File: src/rtl/alu_input_sequencer_if.sv
// Switch/button inputs, ALU ports and display word of the ALU board-test front end.
// No handshake: every signal is a plain level, sampled or driven each core cycle.
interface alu_input_sequencer_if;
   logic [16:0] sw_data;
   logic [1:0]  key_n;
   logic [31:0] alu_result;
   logic [2:0]  alu_flags;
   logic [31:0] port_a;
   logic [31:0] port_b;
   logic [3:0]  alu_op;
   logic [31:0] disp_word;
   logic [2:0]  result_flags;
   logic        result_valid;
   logic [2:0]  state_o;

   modport master (
      output sw_data, key_n, alu_result, alu_flags,
      input  port_a, port_b, alu_op, disp_word, result_flags, result_valid, state_o
   );

   modport slave (
      input  sw_data, key_n, alu_result, alu_flags,
      output port_a, port_b, alu_op, disp_word, result_flags, result_valid, state_o
   );
endinterface

File: src/rtl/alu_input_sequencer.sv
// Debounced ENTER/CLEAR walk through operand A, operand B and opcode; result captured after one EXECUTE cycle.
// Key press to action: DEBOUNCE_CYCLES+3 cycles; no backpressure, presses during EXECUTE are dropped.
module alu_input_sequencer #(
   parameter int DEBOUNCE_CYCLES = 500000
) (
   input logic                   CLOCK_50,
   input logic                   RESET,
   alu_input_sequencer_if.slave  bus
);
   localparam int CW = $clog2(DEBOUNCE_CYCLES + 1);
   localparam logic [CW-1:0] LAST = CW'(DEBOUNCE_CYCLES - 1);

   typedef enum logic [2:0] {
      ENTER_A  = 3'd0,
      ENTER_B  = 3'd1,
      ENTER_OP = 3'd2,
      EXECUTE  = 3'd3,
      SHOW     = 3'd4
   } state_t;

   logic [1:0]         sync1, sync2, stable, stable_d, press;
   logic [1:0][CW-1:0] cnt;
   logic               enter, clear;
   logic [31:0]        sw_ext;

   state_t      state, state_next;
   logic [31:0] port_a, port_b, result_q;
   logic [3:0]  alu_op;
   logic [2:0]  result_flags;
   logic        result_valid;

   assign sw_ext = {{16{bus.sw_data[16]}}, bus.sw_data[15:0]};
   assign enter  = press[0];
   assign clear  = press[1];

   // Key [0] is ENTER, key [1] is CLEAR; both are active low, so a press is stable 1->0.
   always_ff @(posedge CLOCK_50) begin
      if (RESET) begin
         sync1    <= 2'b11;
         sync2    <= 2'b11;
         stable   <= 2'b11;
         stable_d <= 2'b11;
         press    <= 2'b00;
         cnt      <= '0;
      end else begin
         sync1    <= bus.key_n;
         sync2    <= sync1;
         stable_d <= stable;
         press    <= stable_d & ~stable;
         for (int k = 0; k < 2; k++) begin
            if (sync2[k] == stable[k]) begin
               cnt[k] <= '0;
            end else if (cnt[k] == LAST) begin
               stable[k] <= sync2[k];
               cnt[k]    <= '0;
            end else begin
               cnt[k] <= cnt[k] + CW'(1);
            end
         end
      end
   end

   always_ff @(posedge CLOCK_50) begin
      if (RESET) state <= ENTER_A;
      else       state <= state_next;
   end

   always_comb begin
      state_next = state;
      if (clear) begin
         state_next = ENTER_A;
      end else begin
         case (state)
            ENTER_A:  if (enter) state_next = ENTER_B;
            ENTER_B:  if (enter) state_next = ENTER_OP;
            ENTER_OP: if (enter) state_next = EXECUTE;
            EXECUTE:  state_next = SHOW;
            SHOW:     if (enter) state_next = ENTER_A;
            default:  state_next = ENTER_A;
         endcase
      end
   end

   always_ff @(posedge CLOCK_50) begin
      if (RESET || clear) begin
         port_a       <= '0;
         port_b       <= '0;
         alu_op       <= '0;
         result_q     <= '0;
         result_flags <= '0;
         result_valid <= 1'b0;
      end else begin
         case (state)
            ENTER_A:  if (enter) port_a <= sw_ext;
            ENTER_B:  if (enter) port_b <= sw_ext;
            ENTER_OP: if (enter) alu_op <= bus.sw_data[3:0];
            EXECUTE: begin
               result_q     <= bus.alu_result;
               result_flags <= bus.alu_flags;
            end
            default: ;
         endcase
         result_valid <= (state_next == SHOW);
      end
   end

   always_comb begin
      case (state)
         ENTER_A, ENTER_B: bus.disp_word = sw_ext;
         ENTER_OP:         bus.disp_word = {28'h0, bus.sw_data[3:0]};
         default:          bus.disp_word = result_q;
      endcase
   end

   assign bus.port_a       = port_a;
   assign bus.port_b       = port_b;
   assign bus.alu_op       = alu_op;
   assign bus.result_flags = result_flags;
   assign bus.result_valid = result_valid;
   assign bus.state_o      = state;
endmodule
File: src/flat_wrapper.sv
// flat-port wrapper written by rule: the top's interface ports become plain ports
module alu_input_sequencer_flat 
#(
   parameter int DEBOUNCE_CYCLES = 500000
)
  (CLOCK_50, RESET, bus_sw_data, bus_key_n, bus_alu_result, bus_alu_flags, bus_port_a, bus_port_b, bus_alu_op, bus_disp_word, bus_result_flags, bus_result_valid, bus_state_o);
  alu_input_sequencer_if bus_i ();
  input logic CLOCK_50;
  input logic RESET;
  input wire logic [$bits(bus_i.sw_data)-1:0] bus_sw_data;
  input wire logic [$bits(bus_i.key_n)-1:0] bus_key_n;
  input wire logic [$bits(bus_i.alu_result)-1:0] bus_alu_result;
  input wire logic [$bits(bus_i.alu_flags)-1:0] bus_alu_flags;
  output wire logic [$bits(bus_i.port_a)-1:0] bus_port_a;
  output wire logic [$bits(bus_i.port_b)-1:0] bus_port_b;
  output wire logic [$bits(bus_i.alu_op)-1:0] bus_alu_op;
  output wire logic [$bits(bus_i.disp_word)-1:0] bus_disp_word;
  output wire logic [$bits(bus_i.result_flags)-1:0] bus_result_flags;
  output wire logic [$bits(bus_i.result_valid)-1:0] bus_result_valid;
  output wire logic [$bits(bus_i.state_o)-1:0] bus_state_o;
  assign bus_i.sw_data = bus_sw_data;
  assign bus_i.key_n = bus_key_n;
  assign bus_i.alu_result = bus_alu_result;
  assign bus_i.alu_flags = bus_alu_flags;
  assign bus_port_a = bus_i.port_a;
  assign bus_port_b = bus_i.port_b;
  assign bus_alu_op = bus_i.alu_op;
  assign bus_disp_word = bus_i.disp_word;
  assign bus_result_flags = bus_i.result_flags;
  assign bus_result_valid = bus_i.result_valid;
  assign bus_state_o = bus_i.state_o;
  alu_input_sequencer #(.DEBOUNCE_CYCLES(DEBOUNCE_CYCLES)) u_core (.CLOCK_50(CLOCK_50), .RESET(RESET), .bus(bus_i));
endmodule
File: config.mk
export PLATFORM = sky130hd
export DESIGN_NAME = alu_input_sequencer_flat
export DESIGN_NICKNAME = d
export VERILOG_FILES = /design/src/rtl/alu_input_sequencer_if.sv /design/src/rtl/alu_input_sequencer.sv /design/src/flat_wrapper.sv
export SDC_FILE = /design/constraint.sdc
export NUM_CORES = 1
export LEC_CHECK = 0
export ABC_AREA = 0
export CORE_UTILIZATION = 42
export DETAILED_ROUTE_END_ITERATION = 10
export GPL_TIMING_DRIVEN = 0
export PLACE_DENSITY = 0.76
export SLEW_MARGIN = 20
export SYNTH_ARGS = -nofsm -noshare
export SYNTH_HDL_FRONTEND = slang
export SYNTH_SLANG_ARGS = --single-unit
File: constraint.sdc
create_clock -name CLOCK_50 -period 2 [get_ports CLOCK_50]
set_clock_uncertainty 0.05 [all_clocks]
set_input_delay 0.6 -clock CLOCK_50 [delete_from_list [all_inputs] [get_ports CLOCK_50]]
set_output_delay 0.6 -clock CLOCK_50 [all_outputs]
set_load 0.01 [all_outputs]
# After elaboration in Yosys (flattened, before gate mapping)
# Cells that the tools add are included.
# totals
input_bits,56
word_cells,47
ff_bits,125
output_inout_bits,107
# op_classes
n_mux,7
add_sub_neg,2
bitwise,4
n_reduce_logical,10
eq_ne,9
# ops
op,count
$pmux W32 S2,1
$add A19 B1 Y19 const B,2
$eq A19 B19 Y1 const B,2
$mux W3,5
$pmux W3 S5,1
$reduce_and A2 Y1,5
$eq A3 B2 Y1 const B,2
$eq A3 B3 Y1 const B,2
$reduce_or A3 Y1,2
$eq A3 B1 Y1 const B,1
$logic_not A3 Y1,1
$and A2 B2 Y2,1
$eq A1 B1 Y1,2
$not A1 Y1,2
$not A2 Y2,1
$reduce_or A2 Y1,1
$logic_or A1 B1 Y1,1

# Depth between registers and ports, before layout
# depth
word_depth,4
depth_mapped,7
mapped_depth_nobuf,5

# Least setup slack after synthesis
# OpenSTA, ideal clock, no wires.
# synth_timing
path_type,reg-to-output
start,"register u_core.state[1], in the netlist u_core.bus.state_o[1]"
end,output bus_disp_word[16]
t_required_ns,1.350
path_slack_ns,-0.222
path_stages_with_launch,7
path_buffers,3
arrival_time_ns,1.572
cell_sequence,dfxtp_1 -> clkbuf_1 -> nor2_1 -> and2_1 -> clkbuf_1 -> clkbuf_1 -> a21o_1
# synth_via
elab_chain_len,3
elab_cells_between_ends,5
cone_classes,2 x eq/ne; 1 x mux; 2 x reduce/logical
# synth_rtl
item,line,rtl
from (decl),alu_input_sequencer.sv:26,"state_t state, state_next;"
from (signal assigned),alu_input_sequencer.sv:65,else state <= state_next;
$eq A3 B1 Y1 or $logic_not A3 Y1 (tied branches),alu_input_sequencer.sv:108,case (state)
$reduce_or A2 Y1,alu_input_sequencer.sv:108,
$pmux W32 S2 (*),alu_input_sequencer.sv:108,
to (decl),flat_wrapper.sv:17,output wire logic [$bits(bus_i.disp_word)-1:0] bus_disp_word;
# Mark *: on every way between the ends. The rest lies on a longest branch, timed or not.

# Final worst setup path
# layout_timing
start,"register u_core.state[1], in the netlist u_core.bus.state_o[1]"
end,output bus_disp_word[2]
# Same word-level chain as after synthesis.

==> impl_results.md <==
* GRT Util Overall at 24.19%
* Clk_lat worst skew at 0.41 ns
* Xor and xnor fraction of the mapped netlist area at 4.523%
* Remaining global-route overflow at 0
* Routability Congestion at 0.8305
* Post-synth net total at 690
* Critical Path RT at 1.35 ns
* Final std cells w/o fill at 1,012
* CTS root buffer: clkbuf_16
* Yosys warns at 0
* Pwr Total at 5862 µW
* Final period util at 116.9%
* Post-synthesis compound-gate area fraction at 13.88%
* Max Root-Sink Buffers at 2
* Commonest non-fill, non-tap cells in the layout: nand2_1, dfxtp_1, clkdlybuf4s50_1
* CORE AREA at 12,060 µm²
* CP arrival at 1.69 ns
* Violated checks: setup timing
* Seq cells post-synth at 125
* First-pass DRT Iterations at 4
* Seq/Total Area, Yosys at 47.86%
* Largest cells by area after synthesis: dfxtp_1, nand2_1, a21oi_1, buf_4, nor2_1
* N_diodes at 0
* Share of layout cells above drive strength 1 at 20.50%
* Post-Route WL at 15,100 µm
* Worst setup path class: reg2out
* Top Ports at 163
* Clk sink count at 125
* Switch Pwr at 1165 µW
* Post-route ant nets at 0
* DIE WIDTH at 113.6 µm
* Max FO, Critical Path at 5
* Cells after DPL at 962
* Worst path most repeated cell: buf_8
* Logic pwr share at 5.2%
* Synthesized instance count at 632
* Final-report max-slew violation count at 0
* Peak VDD IR at 0.5226 mV
* Setup WS post-layout at -0.3388 ns
* Crit end category: output pin
* Initial antenna violation count at 0
* Sequential Power Share at 42.6%
* Post-synth cell types at 43
* Max Cap Violations at 0
* Vias at 5,084
* Largest net degree at the start of global routing at 17
* Main combinational cell family by area after synthesis: simple AND/OR/NAND/NOR gates
* Die H at 113.6 µm
* Final hold vios at 0
* Die area at 12,900 µm²
* Syn_area_per_cell at 8.273 µm²
* Synthesized-area fraction occupied by adder cells at 0.4786%
* Final setup TNS at -8.588 ns
* Pwr Density at 740.3 nW/µm²
* Crit path time final at 2.339 ns
* Port Buffer Count at 162
* Sw frac at 19.88%
* Cell taking the most area after synthesis: dfxtp_1
* Status: finished, violations left
* Cell Chain, Critical Path: buf_8 > a21o_4 > buf_8 > mux2_4 > buf_6
* F_max at 427.6 MHz
* HP Class: reg2reg
* Clock share of power at 52.1%
* Post-synth top area share at 47.86%
* Rows at 40
* Number of global-route vias before repair at 4,970
* Final net count at 889
* Iter 0 DRT Violations at 231
* Area growth syn-to-layout at 51.42%
* Crit start category: register
* Wire length per cell at 14.92 µm
* CTS Buf Count at 17
* RSZ-0062 raised after global routing: true
* Multiplexer share of the synthesized area at 2.034%
* DR DRC count at 0
* Slowest CP cell: dfxtp_2
* H-tree depth reported by CTS at 4
* Slew HR at 63.79%
* Starting Density at 43.35%
* Final setup viols at 32
* Worst path max stage delay at 0.33 ns
* Drt via density at 5.024
* DPL Wire Length at 10,800 µm
* Mapped Area at 5229 µm²
* Clock-pin transition on the worst setup and hold timing paths at 0.05 ns
* Internal power at 4696 µW
* Tightest Pin Transition at 0.5431 ns
* Post-Synth Simple-Gate Area at 23.57%
* Commonest non-fill, non-tap cell in the layout: nand2_1
* First-pass GRT wire length at 24,010 µm
* Leakage power at 0.003126 µW
* CTS tree: yes
[critical path, delay by kind of cell, from the launching register on]
family / cells / cell delay (ns)
compound gates: 1 / 0.24
buf+inv: 3 / 0.39
flops: 1 / 0.33
mux: 1 / 0.31
[metrics by stage]
stage,area [µm²],hold WS (ns),util [%],setup WS (ns)
after floorplan,5241,0.3395,-,0.04857
after global placement,7073,0.3449,58.64,-1.023
after detailed placement,7073,0.3498,58.64,-1.030
after CTS,7869,0.3636,65.24,-0.3532
after global routing,7918,0.3807,65.64,-0.3770
final,7918,0.3631,65.64,-0.3388
[per-layer routing]
| metal | GRT usage (%) | part of all wire [%] | vias up |
|---|---|---|---|
| met1 | 26.05 | 40 | 2394 |
| met5 | 0 | 0 | - |
| met3 | 6.057 | 5.8 | 21 |
| li1 | - | - | 2496 |
| met2 | 44.43 | 52 | 173 |
| met4 | 10.96 | 1.7 | 0 |
[logic make-up after synthesis]
| family | after synthesis |
|---|---|
| fa+ha+maj | 2 |
| simple gates | 272 |
| flops | 125 |
| mux | 10 |
| compound gates | 122 |
| buf+inv | 74 |
| xor+xnor | 27 |
[power groups by stage]
stage | logic [µW] | clock network (µW) | registers (µW)
2_1_floorplan | 93.4 | 0 | 2550
3_3_place_gp | 310 | 0 | 2550
3_5_place_dp | 312 | 0 | 2550
4_1_cts | 309 | 3110 | 2500
5_1_grt | 326 | 3210 | 2500
6_report | 308 | 3060 | 2500
[area by class of cell]
class | instances | area [µm²]
fill | 964 | 4144
sequential | 125 | 2519
multi-input combinational | 433 | 2401
timing repair buffer | 185 | 1708
clock buffer | 26 | 519.2
buffer | 63 | 457.9
tap | 168 | 210.2
clock inverter | 6 | 80.08
inverter | 6 | 22.52
[synthesized netlist by cell type]
| master | count |
|---|---|
| nor3_1 | 5 |
| nor4b_1 | 1 |
| or4_4 | 1 |
| inv_1 | 6 |
| nand3b_1 | 2 |
| or4_1 | 5 |
| nor4_1 | 5 |
| a22o_1 | 12 |
| a21o_1 | 18 |
| o21bai_2 | 1 |
| xor2_1 | 12 |
| nor2b_1 | 1 |
| or2_2 | 7 |
| a21oi_1 | 80 |
| nand4_1 | 8 |
| clkbuf_1 | 31 |
| or4b_2 | 2 |
| dfxtp_1 | 125 |
| nand2_1 | 153 |
| nand3_1 | 14 |
| a211o_1 | 1 |
| or3_1 | 4 |
| xnor2_1 | 15 |
| o31ai_1 | 3 |
| ha_1 | 2 |
| buf_2 | 2 |
| and3_1 | 3 |
| o41ai_1 | 1 |
| mux2i_1 | 5 |
| nor2_1 | 45 |
| or4b_1 | 1 |
| nor4bb_1 | 1 |
| nand2b_1 | 2 |
| and4_1 | 3 |
| nand3_2 | 1 |
| buf_1 | 3 |
| o21ai_0 | 5 |
| and3b_1 | 2 |
| mux2_2 | 5 |
| or3_2 | 2 |
| a21oi_2 | 1 |
| and2_1 | 4 |
| buf_4 | 32 |
[repair_timing]
action | CTS | global route
buffers inserted | 15 | 6
pin swaps | 4 | 5
resized for setup | 221 | 36
cloned | 2 | 0
hold buffers | 0 | 0
setup endpoints to repair | 128 | 105
[sequential cells by signal, summed over array words and instances (netlist names)]
register,count
u_core.sync1,2
u_core.stable_d,2
u_core.cnt,38
u_core.result_q,32
u_core.bus.result_valid,1
u_core.bus.result_flags,3
u_core.press,2
u_core.stable,2
u_core.sync2,2
u_core.bus.port_b,17
u_core.bus.port_a,17
u_core.bus.alu_op,4
u_core.bus.state_o,3
[final timing paths]
check,startpoint,to,slack [ns],cells after the start
setup reg to reg,u_core.cnt[19],u_core.cnt[35],0.04,5
hold reg to reg,u_core.sync1[0],u_core.sync2[0],0.36,1
setup / recovery,u_core.bus.state_o[1],bus_disp_word[2],-0.34,5
hold / removal,u_core.sync1[0],u_core.sync2[0],0.36,1
Note: power is estimated with default switching activity, not from simulation.
